`config.mk`:
```
export PLATFORM = sky130hd
export DESIGN_NAME = lns_dot_sequencer
export DESIGN_NICKNAME = d
export VERILOG_FILES = /design/src/rtl/lns_pkg.sv /design/src/rtl/lns_mul_sat.sv /design/src/rtl/lns_dot_sequencer.sv
export SDC_FILE = /design/constraint.sdc
export NUM_CORES = 1
export LEC_CHECK = 0
export ABC_CLOCK_PERIOD_IN_PS = 4260
export CORE_UTILIZATION = 46
export DETAILED_ROUTE_END_ITERATION = 16
export PLACE_DENSITY = 0.81
export SLEW_MARGIN = 40
export SYNTH_ARGS = -nofsm -noshare
export SYNTH_HDL_FRONTEND = slang
export SYNTH_SLANG_ARGS = --single-unit
```
`constraint.sdc`:
```
create_clock -name clk -period 4.26 [get_ports clk]
set_clock_uncertainty 0.1 [all_clocks]
set_input_delay 1.065 -clock clk [delete_from_list [all_inputs] [get_ports clk]]
set_output_delay 1.065 -clock clk [all_outputs]
set_load 0.05 [all_outputs]
```
`src/rtl/lns_pkg.sv`:
```
// Shared LNS definitions: default log word width, clamp limits, sequencer states.
package lns_pkg;

   localparam int LNS_W = 22;

   localparam logic signed [LNS_W-1:0] LOG_MAX = {1'b0, {(LNS_W-1){1'b1}}};
   localparam logic signed [LNS_W-1:0] LOG_MIN = {1'b1, {(LNS_W-1){1'b0}}};

   typedef enum logic [1:0] {
      S_IDLE = 2'd0,
      S_ADD  = 2'd1,
      S_DONE = 2'd2
   } lns_state_e;

endpackage

```
`src/rtl/lns_mul_sat.sv`:
```
// LNS multiply: log magnitudes add with saturation to the W-bit range, signs XOR.
module lns_mul_sat
   import lns_pkg::*;
#(
   parameter int W = LNS_W
) (
   input  logic [W-1:0] i_a,
   input  logic         i_sa,
   input  logic [W-1:0] i_b,
   input  logic         i_sb,
   output logic [W-1:0] o_p,
   output logic         o_sp,
   output logic         o_sat
);

   localparam logic [W-1:0] P_MAX = {1'b0, {(W-1){1'b1}}};
   localparam logic [W-1:0] P_MIN = {1'b1, {(W-1){1'b0}}};

   logic [W:0] w_sum;

   // Sign-extended sum; overflow shows as disagreement of the two top bits.
   always_comb begin
      w_sum = {i_a[W-1], i_a} + {i_b[W-1], i_b};
      o_sat = w_sum[W] ^ w_sum[W-1];
      o_sp  = i_sa ^ i_sb;
      if (o_sat) begin
         o_p = w_sum[W] ? P_MIN : P_MAX;
      end else begin
         o_p = w_sum[W-1:0];
      end
   end

endmodule

```
`src/rtl/lns_dot_sequencer.sv`:
```
// LNS dot-product sequencer: multiplies operand pairs and accumulates the
// products through the external log adder, one result per vector.
module lns_dot_sequencer
   import lns_pkg::*;
#(
   parameter int W     = LNS_W,
   parameter int CNT_W = 8
) (
   input  logic             clk,
   input  logic             rst,
   input  logic             in_valid,
   output logic             in_ready,
   input  logic [W-1:0]     in_a,
   input  logic             in_sa,
   input  logic [W-1:0]     in_b,
   input  logic             in_sb,
   input  logic             in_last,
   output logic [W-1:0]     add_x,
   output logic             add_sx,
   output logic [W-1:0]     add_y,
   output logic             add_sy,
   input  logic [W-1:0]     add_z,
   input  logic             add_sz,
   output logic             out_valid,
   input  logic             out_ready,
   output logic [W-1:0]     out_log,
   output logic             out_sign,
   output logic [CNT_W-1:0] out_count,
   output logic             out_sat
);

   lns_state_e       r_state;
   logic             r_first;
   logic             r_in_ready;
   logic             r_out_valid;
   logic             r_last_q;
   logic [W-1:0]     r_acc;
   logic             r_sacc;
   logic [CNT_W-1:0] r_count;
   logic             r_sat;
   logic [W-1:0]     r_add_x;
   logic             r_add_sx;
   logic [W-1:0]     r_add_y;
   logic             r_add_sy;

   logic [W-1:0]     w_p;
   logic             w_sp;
   logic             w_sat;

   lns_mul_sat #(.W(W)) u_mul (
      .i_a   (in_a),
      .i_sa  (in_sa),
      .i_b   (in_b),
      .i_sb  (in_sb),
      .o_p   (w_p),
      .o_sp  (w_sp),
      .o_sat (w_sat)
   );

   // Sequencer FSM: accept pairs, run one adder cycle per non-first element, hold result.
   always_ff @(posedge clk) begin
      if (rst) begin
         r_state     <= S_IDLE;
         r_first     <= 1'b1;
         r_in_ready  <= 1'b1;
         r_out_valid <= 1'b0;
         r_last_q    <= 1'b0;
         r_acc       <= '0;
         r_sacc      <= 1'b0;
         r_count     <= '0;
         r_sat       <= 1'b0;
         r_add_x     <= '0;
         r_add_sx    <= 1'b0;
         r_add_y     <= '0;
         r_add_sy    <= 1'b0;
      end else begin
         case (r_state)
            S_IDLE: begin
               if (in_valid) begin
                  r_count <= (r_count == '1) ? r_count : r_count + CNT_W'(1);
                  r_sat   <= r_sat | w_sat;
                  if (r_first) begin
                     r_acc   <= w_p;
                     r_sacc  <= w_sp;
                     r_first <= 1'b0;
                     if (in_last) begin
                        r_state     <= S_DONE;
                        r_in_ready  <= 1'b0;
                        r_out_valid <= 1'b1;
                     end
                  end else begin
                     r_add_x    <= r_acc;
                     r_add_sx   <= r_sacc;
                     r_add_y    <= w_p;
                     r_add_sy   <= w_sp;
                     r_last_q   <= in_last;
                     r_state    <= S_ADD;
                     r_in_ready <= 1'b0;
                  end
               end
            end
            S_ADD: begin
               r_acc  <= add_z;
               r_sacc <= add_sz;
               if (r_last_q) begin
                  r_state     <= S_DONE;
                  r_out_valid <= 1'b1;
               end else begin
                  r_state    <= S_IDLE;
                  r_in_ready <= 1'b1;
               end
            end
            S_DONE: begin
               if (out_ready) begin
                  r_state     <= S_IDLE;
                  r_out_valid <= 1'b0;
                  r_in_ready  <= 1'b1;
                  r_first     <= 1'b1;
                  r_count     <= '0;
                  r_sat       <= 1'b0;
               end
            end
            default: begin
               r_state     <= S_IDLE;
               r_in_ready  <= 1'b1;
               r_out_valid <= 1'b0;
               r_first     <= 1'b1;
            end
         endcase
      end
   end

   assign in_ready  = r_in_ready;
   assign out_valid = r_out_valid;
   assign out_log   = r_acc;
   assign out_sign  = r_sacc;
   assign out_count = r_count;
   assign out_sat   = r_sat;
   assign add_x     = r_add_x;
   assign add_sx    = r_add_sx;
   assign add_y     = r_add_y;
   assign add_sy    = r_add_sy;

endmodule

```
==> results of run 1 <==
[registers in the layout (all words and copies together) (netlist names), 2 cells and up]
| name | flops |
|---|---|
| add_y | 22 |
| out_count | 8 |
| out_log | 22 |
| add_x | 22 |
| r_state | 2 |
[routing by layer]
metal / vias up / global-route usage / part of all wire
met2: 197 / 0.438 / 0.49
met3: 17 / 0.0400 / 0.066
met4: 0 / 0.0814 / 0.015
li1: 2254 / - / -
met5: - / 0 / 0
met1: 2137 / 0.306 / 0.43
[stage by stage]
step / std cells / area, µm²
finish: 814 / 6350
global route: 814 / 6350
CTS: 814 / 6350
detailed placement: 799 / 6160
global placement: 799 / 6160
floorplan: 543 / 4550
[power by group through the flow]
stage	sequential [mW]	combinational, mW	clock, mW
2_1_floorplan	1.18	0.444	0
3_3_place_gp	0.948	1.00	0
3_5_place_dp	0.950	1.02	0
4_1_cts	0.932	1.02	0.560
5_1_grt	0.943	1.09	0.593
6_report	0.934	1.03	0.552
[cell usage after synthesis (6+ instances only)]
| cell | count | share of area |
|---|---|---|
| sky130_fd_sc_hd__a21oi_1 | 56 | 0.062 |
| sky130_fd_sc_hd__dfxtp_1 | 84 | 0.37 |
| sky130_fd_sc_hd__o22ai_1 | 15 | 0.021 |
| sky130_fd_sc_hd__o211ai_1 | 7 | 0.012 |
| sky130_fd_sc_hd__nand2b_1 | 6 | 0.0083 |
| sky130_fd_sc_hd__a21o_1 | 8 | 0.013 |
| sky130_fd_sc_hd__buf_2 | 6 | 0.0066 |
| sky130_fd_sc_hd__xnor2_1 | 12 | 0.023 |
| sky130_fd_sc_hd__nand3_1 | 7 | 0.0077 |
| sky130_fd_sc_hd__o21ai_0 | 19 | 0.021 |
| sky130_fd_sc_hd__nor3_1 | 6 | 0.0066 |
| sky130_fd_sc_hd__a211oi_1 | 37 | 0.061 |
| sky130_fd_sc_hd__nand2_1 | 80 | 0.066 |
| sky130_fd_sc_hd__nor2_1 | 47 | 0.039 |
| sky130_fd_sc_hd__ha_1 | 23 | 0.063 |
| sky130_fd_sc_hd__clkbuf_1 | 26 | 0.021 |
| sky130_fd_sc_hd__maj3_1 | 16 | 0.035 |
| sky130_fd_sc_hd__xor2_1 | 10 | 0.019 |
[cell type report]
type,count,share of cell area
Timing Repair Buffer,165,0.256
Sequential cell,84,0.265
Tap cell,129,0.0254
Multi-Input combinational cell,416,0.420
Clock inverter,4,0.00788
Clock buffer,11,0.0223
Inverter,5,0.00295
[worst min-delay path by stage]
stage / start / endpoint / depth (start not counted)
2_1_floorplan: r_last_q / r_last_q / 2
3_3_place_gp: add_x[20] / add_x[20] / 2
3_5_place_dp: add_x[1] / add_x[1] / 2
4_1_cts: add_x[16] / add_x[16] / 2
5_1_grt: out_log[6] / add_x[6] / 2
6_report: add_x[16] / add_x[16] / 2
[tightest hold or removal path: stages, from the launching register on]
cell	delay, ps
sky130_fd_sc_hd__dfxtp_1	310
sky130_fd_sc_hd__nand2_1	50
sky130_fd_sc_hd__a21oi_1	50
[logic make-up after synthesis]
group	Yosys count	share of synthesized area
adder cells (fa/ha/maj)	40	0.103
multiplexers	2	0.00440
AO/OA/AOI/OAI	175	0.255
flip-flops	84	0.370
XOR/XNOR	23	0.0484
AND/OR/NAND/NOR	176	0.174
buffers and inverters	43	0.0451
==> out/results.tsv, run 1 <==
stage	metric	value	unit
setup_path	worst reg-to-reg path cell count	6	
synth	Syn Std Cell Area	4550	µm²
place	post-DP HPWL	10100	µm
setup_path	RR Startpoint	r_state[1]	
sta	final-layout worst hold slack	358	ps
clock_network	Clock Tree Root	sky130_fd_sc_hd__clkbuf_8	
sta	remaining max-slew budget at the tightest pin	0.575	
grt	global-route total usage across every layer	0.247	
setup_path	worst reg2reg endpoint	out_count[7]	
setup_path	Worst Setup EP	out_log[7]	
floorplanning	Core Region	9420	µm²
routing	initial detailed-routing violation count	228	
pwr	Worst VDD drop	0.000177	V
sta	max frequency	255	MHz
clock_network	number of hold buffers added after cts	0	
floorplanning	Die Area	10300	µm²
routing	average wire length per cell after detail routing	15.7	µm
setup_path	list of cells traversed by the critical path	clkdlybuf4s50_1 -> ha_1 -> fa_1 -> a21oi_1 -> nand4b_1 -> a41oi_2 -> a41o_1 -> a41oi_2 -> buf_12 -> maj3_1 -> nand2_1 -> a32o_1	
floorplanning	number of placement rows	35	
synth	total of warnings raised by yosys	0	
setup_path	number of logic stages on the critical path including buffering	12	
setup_path	kind of critical path	input port to register	
routing	final wirelength	12800	µm
place	total of buffers placed on input and output ports	153	
floorplanning	Die W	101	µm
grt	first-pass GRT wire length	20100	µm
setup_path	startpoint class of the critical path	input port	
sta	endpoints failing setup	0	
synth	synthesized netlist cell count	543	
setup_path	first element of the critical path	in_a[0]	
setup_path	master of the slowest instance on the critical path	sky130_fd_sc_hd__fa_1	
cells_and_area	area taken by flip-flops and latches	1680	µm²
clock_network	Bufs on Longest Clock Path	2	
grt	largest net degree at the start of global routing	50	
clock_network	Worst-Skew Late Latency	340	ps
synth	part of the Yosys area used for sequential elements	0.370	
job	Max-cap violations	0	
floorplanning	Initial Util	0.483	
clock_network	clock tree from TritonCTS	yes	
routing	via count	4605	
clock_network	Setup Fix Bufs, Post-CTS	0	
setup_path	cell seen most often among critical-path stages	sky130_fd_sc_hd__a41oi_2	
sta	Worst Setup Slack, final	338	ps
place	last weighted congestion value of the routability-driven placer	0.885	
floorplanning	io pins	154	
pwr	standby leakage power	2.28	nW
cells_and_area	fraction of final layout cells with drive strength greater than 1	0.0613	
pwr	power density normalized to cell area	395	nW/µm²
cells_and_area	Antenna Diode Count	0	
grt	total congestion overflow after global routing	0	
setup_path	endpoint class of the critical path	register	
routing	Vias/cell	5.66	
cells_and_area	area of combinational cells with multiple inputs	2670	µm²
pwr	Power Internal	1.54	mW
sta	portion of the clock cycle consumed by the worst path in the final layout	0.921	
setup_path	arrival time of the worst setup path	4050	ps
synth	average cell area after synthesis	8.38	µm²
clock_network	deepest level of the CTS H-tree	3	
synth	most instantiated flip-flop cell in the synthesis netlist	sky130_fd_sc_hd__dfxtp_1	
setup_path	maximum net fanout on the critical path	20	
sta	fin crit period	3920	ps
status	result of the run	finished clean	
sta	accumulated negative setup slack	0	ps
clock_network	clock tree sinks	84	
cells_and_area	Util after Layout	0.675	
setup_path	R2R setup slack	2140	ps
pwr	sw power	0.967	mW
cells_and_area	Layout Nets	779	
hold_path	path category of the worst min-delay check	register to register	
grt	vias in the first global route	4307	
cells_and_area	Area growth, synth to finish	39.7	%
clock_network	Resized cells post-CTS	0	
sta	RSZ-0062 raised after global routing	false	
cells_and_area	highest-count cells in the layout ignoring fill and taps	sky130_fd_sc_hd__clkdlybuf4s50_1, sky130_fd_sc_hd__dfxtp_1, sky130_fd_sc_hd__nand2_1, sky130_fd_sc_hd__a21oi_1, sky130_fd_sc_hd__nor2_1	
sta	number of hold-slack violations in the final timing report	0	
synth	nets in the synthesized netlist	641	
setup_path	CP required	4390	ps
synth	number of register bits inferred by synthesis	84	
sta	measured slew at the worst slew-check pin	638	ps
routing	first-pass detailed-route iteration total	5	
pwr	power consumption	2.51	mW
synth	number of flops mapped to enable cells by yosys	0	
synth	unique cell type count in the Yosys netlist	59	
routing	DRT antenna net count	0	
pwr	share of power burned in registers	0.372	
routing	post-detailed-route DRC marker count	0	
cells_and_area	most common cell after layout, fill and taps aside	sky130_fd_sc_hd__clkdlybuf4s50_1	
setup_path	Worst Path Buf+Inv	2	
setup_path	critical path's largest stage delay	420	ps
pwr	combinational group share of total power	0.408	
setup_path	cell family with the largest share of critical-path delay	compound AO/OA/AOI/OAI gates	
cells_and_area	fill cell count	785	
pwr	clock share of power	0.220	
place	post-placement worst setup slack	12.7	ps
floorplanning	height of the chip	101	µm
pwr	Sw Ratio	0.385	
grt	antenna violations before repair	0	
synth	fraction of registers with async set/reset	0	
clock_network	Inserted Clock Buffers	9	
sta	total count of max-transition violations in the final report	0	
clock_network	CTS clk-pin slew, worst paths	80	ps
(Power assumes the default switching activity.)
==> inputs of run 2 (changes only) <==
--- a/config.mk
+++ b/config.mk
@@ -6,9 +6,11 @@
 export NUM_CORES = 1
 export LEC_CHECK = 0
 export ABC_CLOCK_PERIOD_IN_PS = 4260
-export CORE_UTILIZATION = 46
+export CELL_PAD_IN_SITES_DETAIL_PLACEMENT = 2
+export CELL_PAD_IN_SITES_GLOBAL_PLACEMENT = 2
+export CORE_UTILIZATION = 26
 export DETAILED_ROUTE_END_ITERATION = 16
-export PLACE_DENSITY = 0.81
+export PLACE_DENSITY_LB_ADDON = 0.1
 export SLEW_MARGIN = 40
 export SYNTH_ARGS = -nofsm -noshare
 export SYNTH_HDL_FRONTEND = slang
==> out/results.tsv, run 2 (synthesized netlist as in run 1, its figures left out) <==
stage	metric	value	unit
routing	final wirelength	17300	µm
grt	largest net degree at the start of global routing	74	
place	last weighted congestion value of the routability-driven placer	0.806	
grt	total congestion overflow after global routing	0	
clock_network	clock tree from TritonCTS	yes	
floorplanning	io pins	154	
setup_path	maximum net fanout on the critical path	20	
clock_network	Worst-Skew Late Latency	340	ps
sta	fin crit period	3890	ps
sta	remaining max-slew budget at the tightest pin	0.470	
routing	initial detailed-routing violation count	169	
place	post-DP HPWL	13600	µm
setup_path	startpoint class of the critical path	input port	
floorplanning	number of placement rows	47	
cells_and_area	fraction of final layout cells with drive strength greater than 1	0.0669	
routing	via count	4623	
grt	first-pass GRT wire length	27400	µm
job	Max-cap violations	0	
sta	total count of max-transition violations in the final report	0	
clock_network	clock tree sinks	84	
cells_and_area	fill cell count	1895	
hold_path	cell depth of the worst hold path	2	
cells_and_area	Area growth, synth to finish	45.4	%
floorplanning	height of the chip	134	µm
setup_path	worst reg-to-reg path cell count	6	
routing	post-detailed-route DRC marker count	0	
clock_network	Inserted Clock Buffers	9	
pwr	Worst VDD drop	0.000160	V
pwr	power consumption	2.83	mW
setup_path	endpoint class of the critical path	register	
hold_path	hold path startpoint	add_x[21]	
sta	endpoints failing setup	0	
cells_and_area	most common cell after layout, fill and taps aside	sky130_fd_sc_hd__clkdlybuf4s50_1	
sta	measured slew at the worst slew-check pin	796	ps
clock_network	number of hold buffers added after cts	0	
grt	vias in the first global route	4988	
pwr	standby leakage power	2.36	nW
cells_and_area	Antenna Diode Count	0	
clock_network	deepest level of the CTS H-tree	3	
setup_path	CP required	4390	ps
sta	number of hold-slack violations in the final timing report	0	
clock_network	Resized cells post-CTS	0	
cells_and_area	highest-count cells in the layout ignoring fill and taps	sky130_fd_sc_hd__clkdlybuf4s50_1, sky130_fd_sc_hd__dfxtp_1, sky130_fd_sc_hd__nand2_1, sky130_fd_sc_hd__a21oi_1, sky130_fd_sc_hd__nor2_1	
status	result of the run	finished clean	
cells_and_area	Layout Nets	782	
setup_path	kind of critical path	input port to register	
routing	first-pass detailed-route iteration total	4	
sta	accumulated negative setup slack	0	ps
floorplanning	Die Area	18000	µm²
clock_network	Clock Tree Root	sky130_fd_sc_hd__clkbuf_16	
setup_path	arrival time of the worst setup path	4020	ps
sta	final-layout worst hold slack	356	ps
sta	RSZ-0062 raised after global routing	false	
grt	antenna violations before repair	0	
setup_path	worst reg2reg endpoint	out_count[5]	
grt	global-route total usage across every layer	0.195	
setup_path	RR Startpoint	r_state[1]	
clock_network	Setup Fix Bufs, Post-CTS	0	
clock_network	Bufs on Longest Clock Path	2	
sta	max frequency	257	MHz
hold_path	worst min-delay path endpoint	add_x[21]	
clock_network	CTS clk-pin slew, worst paths	60	ps
routing	DRT antenna net count	0	
sta	portion of the clock cycle consumed by the worst path in the final layout	0.914	
pwr	power density normalized to cell area	428	nW/µm²
sta	Worst Setup Slack, final	368	ps
floorplanning	Initial Util	0.270	
routing	average wire length per cell after detail routing	19.1	µm
setup_path	R2R setup slack	1940	ps
place	post-placement worst setup slack	-4.05	ps
routing	Vias/cell	5.09	
place	total of buffers placed on input and output ports	153	
hold_path	path category of the worst min-delay check	register to register	
floorplanning	Die W	134	µm
floorplanning	Core Region	16800	µm²
==> run 2: cell count changes in the layout (fill, tap and decap cells not counted), sizes merged <==
cell      before  now
buf           13   16
clkinv         1    4
clkbuf        11    9
clkinvlp       2    0
bufinv         1    2
==> run 2: final cells by class <==
type,instances,area [µm²],area share
clock inverter,6,80.1,0.0121
timing repair buffer,168,1660,0.252
clock buffer,9,225,0.0340
tap,220,275,0.0416
multi-input combinational,416,2670,0.404
inverter,5,18.8,0.00284
sequential,84,1680,0.254
==> run 2: routing by layer <==
layer | GRT usage | vias up | routed length, µm | part of all wire
met5 | 0 | - | 0 | 0
met4 | 0.0818 | 0 | 426 | 0.025
met3 | 0.0204 | 22 | 498 | 0.029
met2 | 0.348 | 97 | 8700 | 0.50
met1 | 0.237 | 2246 | 7690 | 0.44
li1 | - | 2258 | - | -
==> run 2: power breakdown <==
part	internal [mW]	switching (mW)
Clock	0.506	0.313
Sequential	0.864	0.0812
Combinational	0.411	0.657
Total	1.78	1.05
==> run 2: worst max-delay path by stage <==
stage               slack, ps     start         end  depth (start not counted)
floorplan                 680  in_a[18]   add_y[17]                         10
CTS                       340  in_a[18]    add_y[4]                         10
global route              230   in_a[0]  out_log[7]                         12
global placement           30  in_a[18]    add_y[9]                         10
detailed placement         -4  in_a[18]    add_y[4]                         10
finish                    370   in_a[0]  out_log[7]                         12
==> run 2: metrics by stage <==
stage | util | instances | cell area, µm²
6_report | 0.393 | 908 | 6620
5_1_grt | 0.393 | 908 | 6620
4_1_cts | 0.393 | 908 | 6620
3_5_place_dp | 0.375 | 893 | 6310
3_3_place_gp | 0.375 | 893 | 6310
2_1_floorplan | - | 543 | 4550
==> run 2: worst max-delay path: stages <==
cell	delay, ps
sky130_fd_sc_hd__clkdlybuf4s50_1	400
sky130_fd_sc_hd__ha_1	250
sky130_fd_sc_hd__fa_1	420
sky130_fd_sc_hd__a21oi_1	190
sky130_fd_sc_hd__nand4b_1	190
sky130_fd_sc_hd__a41oi_2	170
sky130_fd_sc_hd__a41o_1	340
sky130_fd_sc_hd__a41oi_2	310
sky130_fd_sc_hd__buf_12	210
sky130_fd_sc_hd__maj3_1	200
sky130_fd_sc_hd__nand2_1	60
sky130_fd_sc_hd__a32o_1	220
==> inputs of run 3 (changes only) <==
--- a/config.mk
+++ b/config.mk
@@ -6,11 +6,10 @@
 export NUM_CORES = 1
 export LEC_CHECK = 0
 export ABC_CLOCK_PERIOD_IN_PS = 4260
-export CELL_PAD_IN_SITES_DETAIL_PLACEMENT = 2
-export CELL_PAD_IN_SITES_GLOBAL_PLACEMENT = 2
-export CORE_UTILIZATION = 26
+export CORE_ASPECT_RATIO = 0.6
+export CORE_UTILIZATION = 46
 export DETAILED_ROUTE_END_ITERATION = 16
-export PLACE_DENSITY_LB_ADDON = 0.1
+export PLACE_DENSITY = 0.81
 export SLEW_MARGIN = 40
 export SYNTH_ARGS = -nofsm -noshare
 export SYNTH_HDL_FRONTEND = slang
==> out/results.tsv, run 3 (synthesized netlist as in run 1, its figures left out) <==
stage	metric	value	unit
setup_path	startpoint class of the critical path	input port	
grt	first-pass GRT wire length	21300	µm
floorplanning	Die W	130	µm
setup_path	cell seen most often among critical-path stages	sky130_fd_sc_hd__a41oi_2	
cells_and_area	highest-count cells in the layout ignoring fill and taps	sky130_fd_sc_hd__clkdlybuf4s50_1, sky130_fd_sc_hd__dfxtp_1, sky130_fd_sc_hd__nand2_1, sky130_fd_sc_hd__a21oi_1, sky130_fd_sc_hd__nor2_1	
place	post-DP HPWL	10500	µm
floorplanning	height of the chip	79.0	µm
grt	antenna violations before repair	0	
setup_path	master of the slowest instance on the critical path	sky130_fd_sc_hd__fa_1	
grt	vias in the first global route	4371	
clock_network	Setup Fix Bufs, Post-CTS	0	
sta	number of hold-slack violations in the final timing report	0	
grt	total congestion overflow after global routing	0	
status	result of the run	finished clean	
setup_path	maximum net fanout on the critical path	20	
grt	global-route total usage across every layer	0.269	
setup_path	CP required	4400	ps
clock_network	clock tree sinks	84	
setup_path	critical path's largest stage delay	430	ps
grt	global-route track usage on met3	0.0937	
floorplanning	number of placement rows	27	
sta	portion of the clock cycle consumed by the worst path in the final layout	0.938	
routing	DRT antenna net count	0	
sta	total count of max-transition violations in the final report	0	
cells_and_area	Layout Cells excl Fill	817	
setup_path	arrival time of the worst setup path	4130	ps
pwr	Worst VDD drop	0.000333	V
sta	endpoints failing setup	0	
grt	Global Route met1 Usage	0.351	
floorplanning	io pins	154	
clock_network	Bufs on Longest Clock Path	2	
routing	Vias/cell	5.70	
setup_path	list of cells traversed by the critical path	clkdlybuf4s50_1 -> ha_1 -> fa_1 -> a21oi_1 -> nand4b_1 -> a41oi_2 -> a41o_1 -> a41oi_2 -> buf_4 -> maj3_1 -> nand2_1 -> a32o_1	
clock_network	Resized cells post-CTS	0	
sta	measured slew at the worst slew-check pin	760	ps
cells_and_area	Util after Layout	0.688	
cells_and_area	post-layout instance area	6460	µm²
hold_path	path category of the worst min-delay check	register to register	
routing	average wire length per cell after detail routing	17.1	µm
cells_and_area	most common cell after layout, fill and taps aside	sky130_fd_sc_hd__clkdlybuf4s50_1	
clock_network	Inserted Clock Buffers	9	
sta	final-layout worst hold slack	352	ps
routing	final wirelength	13900	µm
setup_path	endpoint class of the critical path	register	
place	last weighted congestion value of the routability-driven placer	0.955	
sta	RSZ-0062 raised after global routing	false	
routing	post-detailed-route DRC marker count	0	
place	total of buffers placed on input and output ports	153	
clock_network	Clock Tree Root	sky130_fd_sc_hd__clkbuf_16	
clock_network	CTS clk-pin slew, worst paths	60	ps
clock_network	deepest level of the CTS H-tree	3	
pwr	standby leakage power	2.34	nW
grt	global-route met2 utilization	0.426	
cells_and_area	fill cell count	764	
sta	max frequency	250	MHz
clock_network	Worst-Skew Late Latency	340	ps
cells_and_area	Antenna Diode Count	0	
pwr	power density normalized to cell area	425	nW/µm²
setup_path	kind of critical path	input port to register	
place	standard cell area after detailed placement	6160	µm²
floorplanning	Core Region	9390	µm²
grt	busiest layer in global routing	met2	
routing	first-pass detailed-route iteration total	5	
place	placed cells	801	
setup_path	worst reg-to-reg path cell count	5	
routing	initial detailed-routing violation count	324	
clock_network	number of hold buffers added after cts	0	
pwr	power consumption	2.75	mW
clock_network	clock tree from TritonCTS	yes	
routing	via count	4654	
floorplanning	Die Area	10300	µm²
hold_path	cell depth of the worst hold path	2	
cells_and_area	fraction of final layout cells with drive strength greater than 1	0.0640	
grt	largest net degree at the start of global routing	74	
cells_and_area	Layout Nets	780	
floorplanning	Initial Util	0.484	
job	Max-cap violations	0	
sta	fin crit period	3990	ps
cells_and_area	Area growth, synth to finish	42.1	%
sta	remaining max-slew budget at the tightest pin	0.493	
[run 3: changes by cell type in the layout (fill, tap and decap cells not counted)]
cell / before / now
sky130_fd_sc_hd__clkinvlp_4: 0 / 1
sky130_fd_sc_hd__bufinv_16: 2 / 1
sky130_fd_sc_hd__clkinv_2: 4 / 2
sky130_fd_sc_hd__clkbuf_8: 0 / 2
sky130_fd_sc_hd__buf_12: 2 / 0
sky130_fd_sc_hd__clkbuf_1: 0 / 1
[run 3: final timing paths]
kind | start | end | slack, ps
max | in_a[0] | out_log[7] | 270
min | add_x[9] | add_x[9] | 350
max reg2reg | r_state[0] | out_log[6] | 2000
min reg2reg | add_x[9] | add_x[9] | 350
[run 3: routing by layer]
metal / vias to the layer above / share of wire / routed length, µm
li1: 2261 / - / -
met1: 2164 / 0.46 / 6400
met2: 217 / 0.43 / 6050
met3: 12 / 0.098 / 1370
met4: 0 / 0.0087 / 122
met5: - / 0 / 0
[run 3: final cells by class]
cell class / count / area (µm²) / share of cell area
flip-flops and latches: 84 / 1680 / 0.260
inverters: 5 / 18.8 / 0.00290
repair buffers: 166 / 1620 / 0.251
multi-input cells: 416 / 2670 / 0.413
clock buffers: 12 / 256 / 0.0397
well taps: 130 / 163 / 0.0252
clock inverters: 4 / 47.5 / 0.00736
[run 3: report_power, final]
part	leakage [nW]	internal [mW]	total, mW	switching [mW]
sequential	0.686	0.864	0.938	0.0741
combinational	1.50	0.398	1.02	0.626
clock	0.149	0.484	0.785	0.301
total	2.34	1.75	2.75	1.00
[run 3: worst max-delay path: cells and delay by family]
family | cells | cell delay, ps
and+or+nand+nor | 2 | 260
adders and majority gates | 3 | 890
AOI/OAI and AO/OA | 5 | 1200
buffers and inverters | 2 | 710
[run 3: per-stage QoR]
step                setup WS, ps  setup TNS [ps]
global placement            20.2               0
CTS                          295               0
finish                       266               0
global route                 136               0
floorplan                    676               0
detailed placement         -56.0           -57.0
